$ cat src/rtl/pov_column_loader_if.sv
// Source-pixel handshake and register-bus signals for pov_column_loader.
// master: the loader side (drives the bus, accepts pixels).
// slave:  the environment side (supplies pixels, returns read data).
interface pov_column_loader_if;
  logic        src_valid;
  logic [23:0] src_data;
  logic        src_ready;
  logic [31:0] bus_addr;
  logic [31:0] bus_wdata;
  logic        bus_wren;
  logic        bus_rden;
  logic [31:0] bus_rdata;

  modport master (
    input  src_valid, src_data, bus_rdata,
    output src_ready, bus_addr, bus_wdata, bus_wren, bus_rden
  );

  modport slave (
    output src_valid, src_data, bus_rdata,
    input  src_ready, bus_addr, bus_wdata, bus_wren, bus_rden
  );
endinterface

$ cat src/rtl/pov_column_loader.sv
// Persistence-of-vision column loader: fetches one RGB pixel per column and
// writes column index, pixel and a trigger into the POV register block.
// Optional build macro POV_LOADER_SYNC_EN adds a pre-frame poll of the
// register at BASE_ADDR+12, waiting until its low byte reads zero.
module pov_column_loader #(
  parameter int unsigned N_COLS    = 256,
  parameter logic [31:0] BASE_ADDR = 32'hFFFF0000
) (
  input  logic                       clk,
  input  logic                       reset_n,
  input  logic                       start,
  input  logic                       abort,
  pov_column_loader_if.master        bus,
  output logic                       busy,
  output logic                       frame_done,
  output logic [7:0]                 col_idx
);

  localparam logic [7:0] LastCol = 8'(N_COLS - 1);

  typedef enum logic [2:0] {
    StIdle,
`ifdef POV_LOADER_SYNC_EN
    StSyncReq,
    StSyncWait,
`endif
    StFetch,
    StWCol,
    StWData,
    StWTrig,
    StDone
  } state_e;

  state_e      r_state, w_state_next;
  logic [7:0]  r_col, w_col_next;
  logic [23:0] r_pixel, w_pixel_next;

  logic        w_src_ready;
  logic [31:0] w_addr;
  logic [31:0] w_wdata;
  logic        w_wren;
  logic        w_rden;
  logic        w_done;

`ifdef POV_LOADER_SYNC_EN
  logic w_unused_rdata;
  assign w_unused_rdata = ^bus.bus_rdata[31:8];
`else
  logic w_unused_rdata;
  assign w_unused_rdata = ^bus.bus_rdata;
`endif

  // State, column counter and pixel register.
  always_ff @(posedge clk or negedge reset_n) begin
    if (!reset_n) begin
      r_state <= StIdle;
      r_col   <= 8'h00;
      r_pixel <= 24'h000000;
    end else begin
      r_state <= w_state_next;
      r_col   <= w_col_next;
      r_pixel <= w_pixel_next;
    end
  end

  // Next-state logic; abort wins over every other transition, including start.
  always_comb begin
    w_state_next = r_state;
    w_col_next   = r_col;
    w_pixel_next = r_pixel;
    if (abort) begin
      w_state_next = StIdle;
    end else begin
      unique case (r_state)
        StIdle: begin
          if (start) begin
            w_col_next   = 8'h00;
`ifdef POV_LOADER_SYNC_EN
            w_state_next = StSyncReq;
`else
            w_state_next = StFetch;
`endif
          end
        end
`ifdef POV_LOADER_SYNC_EN
        StSyncReq:  w_state_next = StSyncWait;
        StSyncWait: w_state_next = (bus.bus_rdata[7:0] == 8'h00) ? StFetch : StSyncReq;
`endif
        StFetch: begin
          if (bus.src_valid) begin
            w_pixel_next = bus.src_data;
            w_state_next = StWCol;
          end
        end
        StWCol:  w_state_next = StWData;
        StWData: w_state_next = StWTrig;
        StWTrig: begin
          if (r_col == LastCol) begin
            w_state_next = StDone;
          end else begin
            w_col_next   = r_col + 8'd1;
            w_state_next = StFetch;
          end
        end
        StDone:  w_state_next = StIdle;
        default: w_state_next = StIdle;
      endcase
    end
  end

  // Moore outputs decoded from the current state; bus idles at all-zero.
  always_comb begin
    w_src_ready = 1'b0;
    w_addr      = 32'h0;
    w_wdata     = 32'h0;
    w_wren      = 1'b0;
    w_rden      = 1'b0;
    w_done      = 1'b0;
    unique case (r_state)
      StFetch: w_src_ready = 1'b1;
      StWCol: begin
        w_wren  = 1'b1;
        w_addr  = BASE_ADDR;
        w_wdata = {24'h0, r_col};
      end
      StWData: begin
        w_wren  = 1'b1;
        w_addr  = BASE_ADDR + 32'd4;
        w_wdata = {8'h0, r_pixel};
      end
      StWTrig: begin
        w_wren  = 1'b1;
        w_addr  = BASE_ADDR + 32'd8;
      end
`ifdef POV_LOADER_SYNC_EN
      StSyncReq: begin
        w_rden  = 1'b1;
        w_addr  = BASE_ADDR + 32'd12;
      end
`endif
      StDone:  w_done = 1'b1;
      default: ;
    endcase
  end

  assign bus.src_ready = w_src_ready;
  assign bus.bus_addr  = w_addr;
  assign bus.bus_wdata = w_wdata;
  assign bus.bus_wren  = w_wren;
  assign bus.bus_rden  = w_rden;
  assign frame_done    = w_done;
  assign busy          = (r_state != StIdle);
  assign col_idx       = r_col;

endmodule
$ cat src/flat_wrapper.sv
// flat-port wrapper written by rule: the top's interface ports become plain ports
module pov_column_loader_flat 
#(
  parameter int unsigned N_COLS    = 256,
  parameter logic [31:0] BASE_ADDR = 32'hFFFF0000
)
  (clk, reset_n, start, abort, busy, frame_done, col_idx, bus_src_valid, bus_src_data, bus_bus_rdata, bus_src_ready, bus_bus_addr, bus_bus_wdata, bus_bus_wren, bus_bus_rden);
  pov_column_loader_if bus_i ();
  input  logic clk;
  input  logic reset_n;
  input  logic start;
  input  logic abort;
  output logic busy;
  output logic frame_done;
  output logic [7:0] col_idx;
  input wire logic [$bits(bus_i.src_valid)-1:0] bus_src_valid;
  input wire logic [$bits(bus_i.src_data)-1:0] bus_src_data;
  input wire logic [$bits(bus_i.bus_rdata)-1:0] bus_bus_rdata;
  output wire logic [$bits(bus_i.src_ready)-1:0] bus_src_ready;
  output wire logic [$bits(bus_i.bus_addr)-1:0] bus_bus_addr;
  output wire logic [$bits(bus_i.bus_wdata)-1:0] bus_bus_wdata;
  output wire logic [$bits(bus_i.bus_wren)-1:0] bus_bus_wren;
  output wire logic [$bits(bus_i.bus_rden)-1:0] bus_bus_rden;
  assign bus_i.src_valid = bus_src_valid;
  assign bus_i.src_data = bus_src_data;
  assign bus_i.bus_rdata = bus_bus_rdata;
  assign bus_src_ready = bus_i.src_ready;
  assign bus_bus_addr = bus_i.bus_addr;
  assign bus_bus_wdata = bus_i.bus_wdata;
  assign bus_bus_wren = bus_i.bus_wren;
  assign bus_bus_rden = bus_i.bus_rden;
  pov_column_loader #(.N_COLS(N_COLS), .BASE_ADDR(BASE_ADDR)) u_core (.clk(clk), .reset_n(reset_n), .start(start), .abort(abort), .bus(bus_i), .busy(busy), .frame_done(frame_done), .col_idx(col_idx));
endmodule
$ cat config.mk
export PLATFORM = sky130hd
export DESIGN_NAME = pov_column_loader_flat
export DESIGN_NICKNAME = d
export VERILOG_FILES = /design/src/rtl/pov_column_loader_if.sv /design/src/rtl/pov_column_loader.sv /design/src/flat_wrapper.sv
export SDC_FILE = /design/constraint.sdc
export NUM_CORES = 1
export LEC_CHECK = 0
export CAP_MARGIN = 20
export CORE_AREA = 8 8 83 85
export DETAILED_ROUTE_END_ITERATION = 8
export DIE_AREA = 0 0 91 93
export PLACE_DENSITY_LB_ADDON = 0.05
export SYNTH_ARGS = -nofsm -noshare
export SYNTH_HDL_FRONTEND = slang
export SYNTH_SLANG_ARGS = --single-unit
export TNS_END_PERCENT = 20
$ cat constraint.sdc
create_clock -name clk -period 5.45 [get_ports clk]
set_input_delay 1.09 -clock clk [delete_from_list [all_inputs] [get_ports clk]]
set_output_delay 1.09 -clock clk [all_outputs]
set_load 0.01 [all_outputs]
# == Word-level counts from Yosys, hierarchy flattened ==
# Index checks and enable logic that the tools add are counted.
# totals
regBits,35
# classes
muxes,13
n_reduce_logical,7
eq_ne,10
addsub,1
bitwise,1
# ops
cell,n
32-bit one-hot mux with 3 select lines,1
24-bit one-hot mux with 2 select lines,1
8-bit two-way mux,2
8-bit one-hot mux with 2 select lines,1
3-bit one-hot mux with 5 select lines,1
3-bit two-way mux,4
8-bit by 1-bit adder with 8-bit output (second input constant),1
8-bit equality test (second input constant),1
3-bit by 2-bit equality test with 1-bit output (second input constant),2
3-bit equality test (second input constant),2
3-bit inequality test (second input constant),2
2-bit inequality test (second input constant),2
4-bit AND reduction,1
3-bit by 1-bit equality test with 1-bit output (second input constant),1
3-bit zero test,1
1-bit two-way mux,3
3-bit AND reduction,1
3-bit nonzero test,1
3-bit OR reduction,1
2-bit AND reduction,1
2-bit nonzero test,1
1-bit inverter,1

# == Depth between registers and ports, before layout ==
# logic_depth
depth_word,4
depth_mapped,7
ltp_nobuf,5

# == Least setup slack after synthesis ==
# Ideal clock, no wire load.
# synth_timing
kind,reg2out
from,register u_core.r_state[1]
to,output port bus_bus_addr[17]
path_stages_with_launch,6
slack_ps,2837
arrival_time_ps,1523
path_cell_list,dfrtp_1 buf_6 or3b_1 buf_6 nand2_1 buf_4
# synth_between
elab_chain_cells,2
elab_cells_between_ends,4
# synth_rtl
element,line_no,text
from (decl),pov_column_loader.sv:34,"state_e r_state, w_state_next;"
from (signal assigned),pov_column_loader.sv:56,r_state <= StIdle;
from (signal assigned),pov_column_loader.sv:60,r_state <= w_state_next;
3-bit equality test or 3-bit by 2-bit equality test with 1-bit output (tied branches),pov_column_loader.sv:119,unique case (r_state)
32-bit one-hot mux with 3 select lines (*),pov_column_loader.sv:119,
to (decl),flat_wrapper.sv:20,output wire logic [$bits(bus_i.bus_addr)-1:0] bus_bus_addr;
# Every way passes the cells marked *; elsewhere a longest branch is shown, timed or not.

# == Final worst setup path ==
# layout_timing
from,register u_core.r_state[1]
to,output port bus_bus_wdata[9]
# layout_between
elab_chain_cells,2
elab_cells_between_ends,3
# layout_rtl
element,line_no,text
3-bit by 2-bit equality test with 1-bit output,pov_column_loader.sv:119,
24-bit one-hot mux with 2 select lines (*),pov_column_loader.sv:119,
to (decl),flat_wrapper.sv:21,output wire logic [$bits(bus_i.bus_wdata)-1:0] bus_bus_wdata;
# Marked as above.

==> results_dict.tcl <==
set metrics [dict create \
    outcome "complete, no violations" \
    critPathMaxStageDelay_ns 0.76 \
    tightest_slew_ns 0.8562 \
    period_needed_ns 3.854 \
    wl_per_cell_microns 15.00 \
    clk_latency_ns 0.28 \
    min_from "u_core.r_pixel[12]" \
    cts_sinks 35 \
    yosysSeqAreaShare 0.4152 \
    yosysTopAreaCellShare 0.4152 \
    cpMaxStageDelayCell "nor2_1" \
    drc_errors 0 \
    start_kind "register" \
    synth_flop_cell "dfrtp_1" \
    path_max_fanout 17 \
    coreArea_sq_um 5675 \
    fin_tns_setup_ns 0 \
    ir_drop_mv 0.1597 \
    n_fill_cell 554 \
    rows 28 \
    io_buffers 82 \
    die_w_microns 91 \
    synth_cells 198 \
    whs_ns 0.4994 \
    routabilityCongestion 0.7009 \
    cts_buffers 5 \
    final-setup-viol-count 0 \
    cellPowerDensity_nw_per_um2 246.1 \
    endpoint_kind "output pin" \
    rrSetupSlack_ns 3.22 \
    ys_ff_latch 35 \
    dp_hpwl_microns 3877 \
    drt_pass1_iterations 5 \
    cts_tree "yes" \
    hold_viol_final 0 \
    hold_end "u_core.r_pixel[12]" \
    vias 1528 \
    layout.nets 324 \
    cp_data_arrival_time_ns 2.76 \
    yosys.area.top_type "dfrtp_1" \
    ys_warn_count 0 \
    cts_root_buffer "clkbuf_8" \
    drv_slew 0 \
    antenna_found_initial 0 \
    cts_hold_buf 0 \
    areaGrowthSynthToFinish_pct 35.65 \
    htreeDepth 2 \
    clock_path_buffers 2 \
    final_cell_mix "clkdlybuf4s50_1 (81), dfrtp_1 (35), mux2_2 (24)" \
    ant_nets 0 \
    synthDistinctLibCells 43 \
    grt_usage 0.1203 \
    required_ns 4.36 \
    wirelength_microns 5069 \
    layout_commonest_cell "clkdlybuf4s50_1" \
    r2r_start "u_core.r_state[0]" \
    drtIter0Drc 42 \
    clkTransAtPathRegs_ns 0.07 \
    grt_pass1_wl_microns 8190 \
    max_freq_ghz 0.2594 \
    cts_setup_buffers 0 \
    fin_skew_ns 0.002382 \
    maxSlewHeadroom 0.4271 \
    synth_edf_count 0 \
    grt_pass1_vias 1585 \
    synth.avg_cell_area_sq_um 10.65 \
    period_share 0.7072 \
    initial_core_util 0.3717 \
    worst-setup-path-type "register to output pin" \
    hold_class "register to register" \
    async_flop_share 1.000 \
    routed_via_density 4.521 \
    io_pins 138 \
    antennaDiodeCount 0 \
    timing.rr.end "u_core.r_pixel[6]" \
    cap_violations 0 \
    rsz0062_at_grt "no" \
    worstPathCellList "nand2b_1 > nor2_1 > and2_1 > clkdlybuf4s50_1" \
    dieArea_sq_um 8463 \
    grt_max_degree 36 \
    drive_gt1_frac 0.1597 \
    whs_path_depth 1 \
    p_leak_uw 0.001226 \
    grt-ovfl-total 0 \
    reg2reg_depth 4 \
    die_height_microns 93 \
    synth_area_leaders "dfrtp_1 (42%), buf_4 (14%), mux2_2 (13%)" \
    syn_area_sq_um 2110 \
    post_cts_resized 0 \
]
==> power by group <==
group          internal, uW  leakage [uW]  switching (uW)
clock                   103     0.0000474            96.1
combinational          96.5      0.000738            58.3
sequential              319      0.000441            30.9
total                   519       0.00123             185
==> worst max-delay path by stage <==
stage	startpoint	to	slack [ns]	depth (start not counted)
finish	u_core.r_state[1]	bus_bus_wdata[9]	1.60	4
global route	u_core.r_state[1]	bus_bus_wdata[10]	1.24	4
CTS	u_core.r_state[1]	bus_bus_wdata[9]	1.48	4
floorplan	u_core.r_state[1]	bus_bus_addr[17]	2.84	5
detailed placement	u_core.r_state[1]	bus_bus_wdata[9]	1.80	4
global placement	u_core.r_state[1]	bus_bus_wdata[15]	1.78	4
==> layer usage <==
layer	global-route usage	wire, microns	part of all wire
met1	0.1309	1983	0.39
met2	0.1947	2511	0.50
met3	0.06971	533	0.11
met4	0.03683	41	0.0081
met5	0	0	0
==> stage by stage <==
| stage | utilization | power (uW) | area, sq um | setup slack [ns] | cells |
|---|---|---|---|---|---|
| CTS | 0.5042 | 716.8 | 2861 | 1.476 | 338 |
| detailed placement | 0.4868 | 513.1 | 2763 | 1.796 | 330 |
| global placement | 0.4868 | 508.5 | 2763 | 1.780 | 330 |
| floorplan | - | 464.9 | 2192 | 2.837 | 220 |
| finish | 0.5042 | 704.3 | 2861 | 1.596 | 338 |
| global route | 0.5042 | 744.8 | 2861 | 1.240 | 338 |
==> layout make-up <==
type                       count  area (sq um)  share of cell area
clock buffer                   6         82.58             0.02886
multi-input combinational    135         960.9              0.3358
timing repair buffer          82         815.8              0.2851
inverter                       3         16.27            0.005684
clock inverter                 2         16.27            0.005684
sequential                    35         875.8              0.3061
tap                           75         93.84             0.03279
==> synth_stat cells (2+ instances only) <==
cell / count
a211o_1: 4
a21oi_1: 3
and2_1: 17
and3_1: 2
buf_2: 4
buf_4: 38
buf_6: 2
clkbuf_1: 3
dfrtp_1: 35
mux2_2: 24
mux2i_1: 8
nand2_1: 3
nand3_1: 4
nand4_1: 3
nor2_1: 16
nor3_1: 3
nor3b_1: 3
==> cell families (layout without fill, tap and decap cells) <==
| group | after synthesis | in the layout | share of synthesized area |
|---|---|---|---|
| and+or+nand+nor | 61 | 61 | 0.1762 |
| buffers and inverters | 50 | 93 | 0.1684 |
| DFF | 35 | 35 | 0.4152 |
| muxes | 32 | 32 | 0.1661 |
| AOI/OAI and AO/OA | 18 | 18 | 0.06643 |
| adders and majority gates | 1 | 1 | 0.005930 |
| other | 1 | 23 | 0.001778 |
==> flip-flops by register name, summed over array words and instances (netlist names) <==
register        count
u_core.r_pixel     24
u_core.col_idx      8
u_core.r_state      3
==> worst max-delay path: cells and delay by family (launching register included) <==
family	cells	cell delay, ns
flops	1	0.56
buf+inv	1	0.57
simple gates	3	1.34
(Power assumes the default switching activity.)
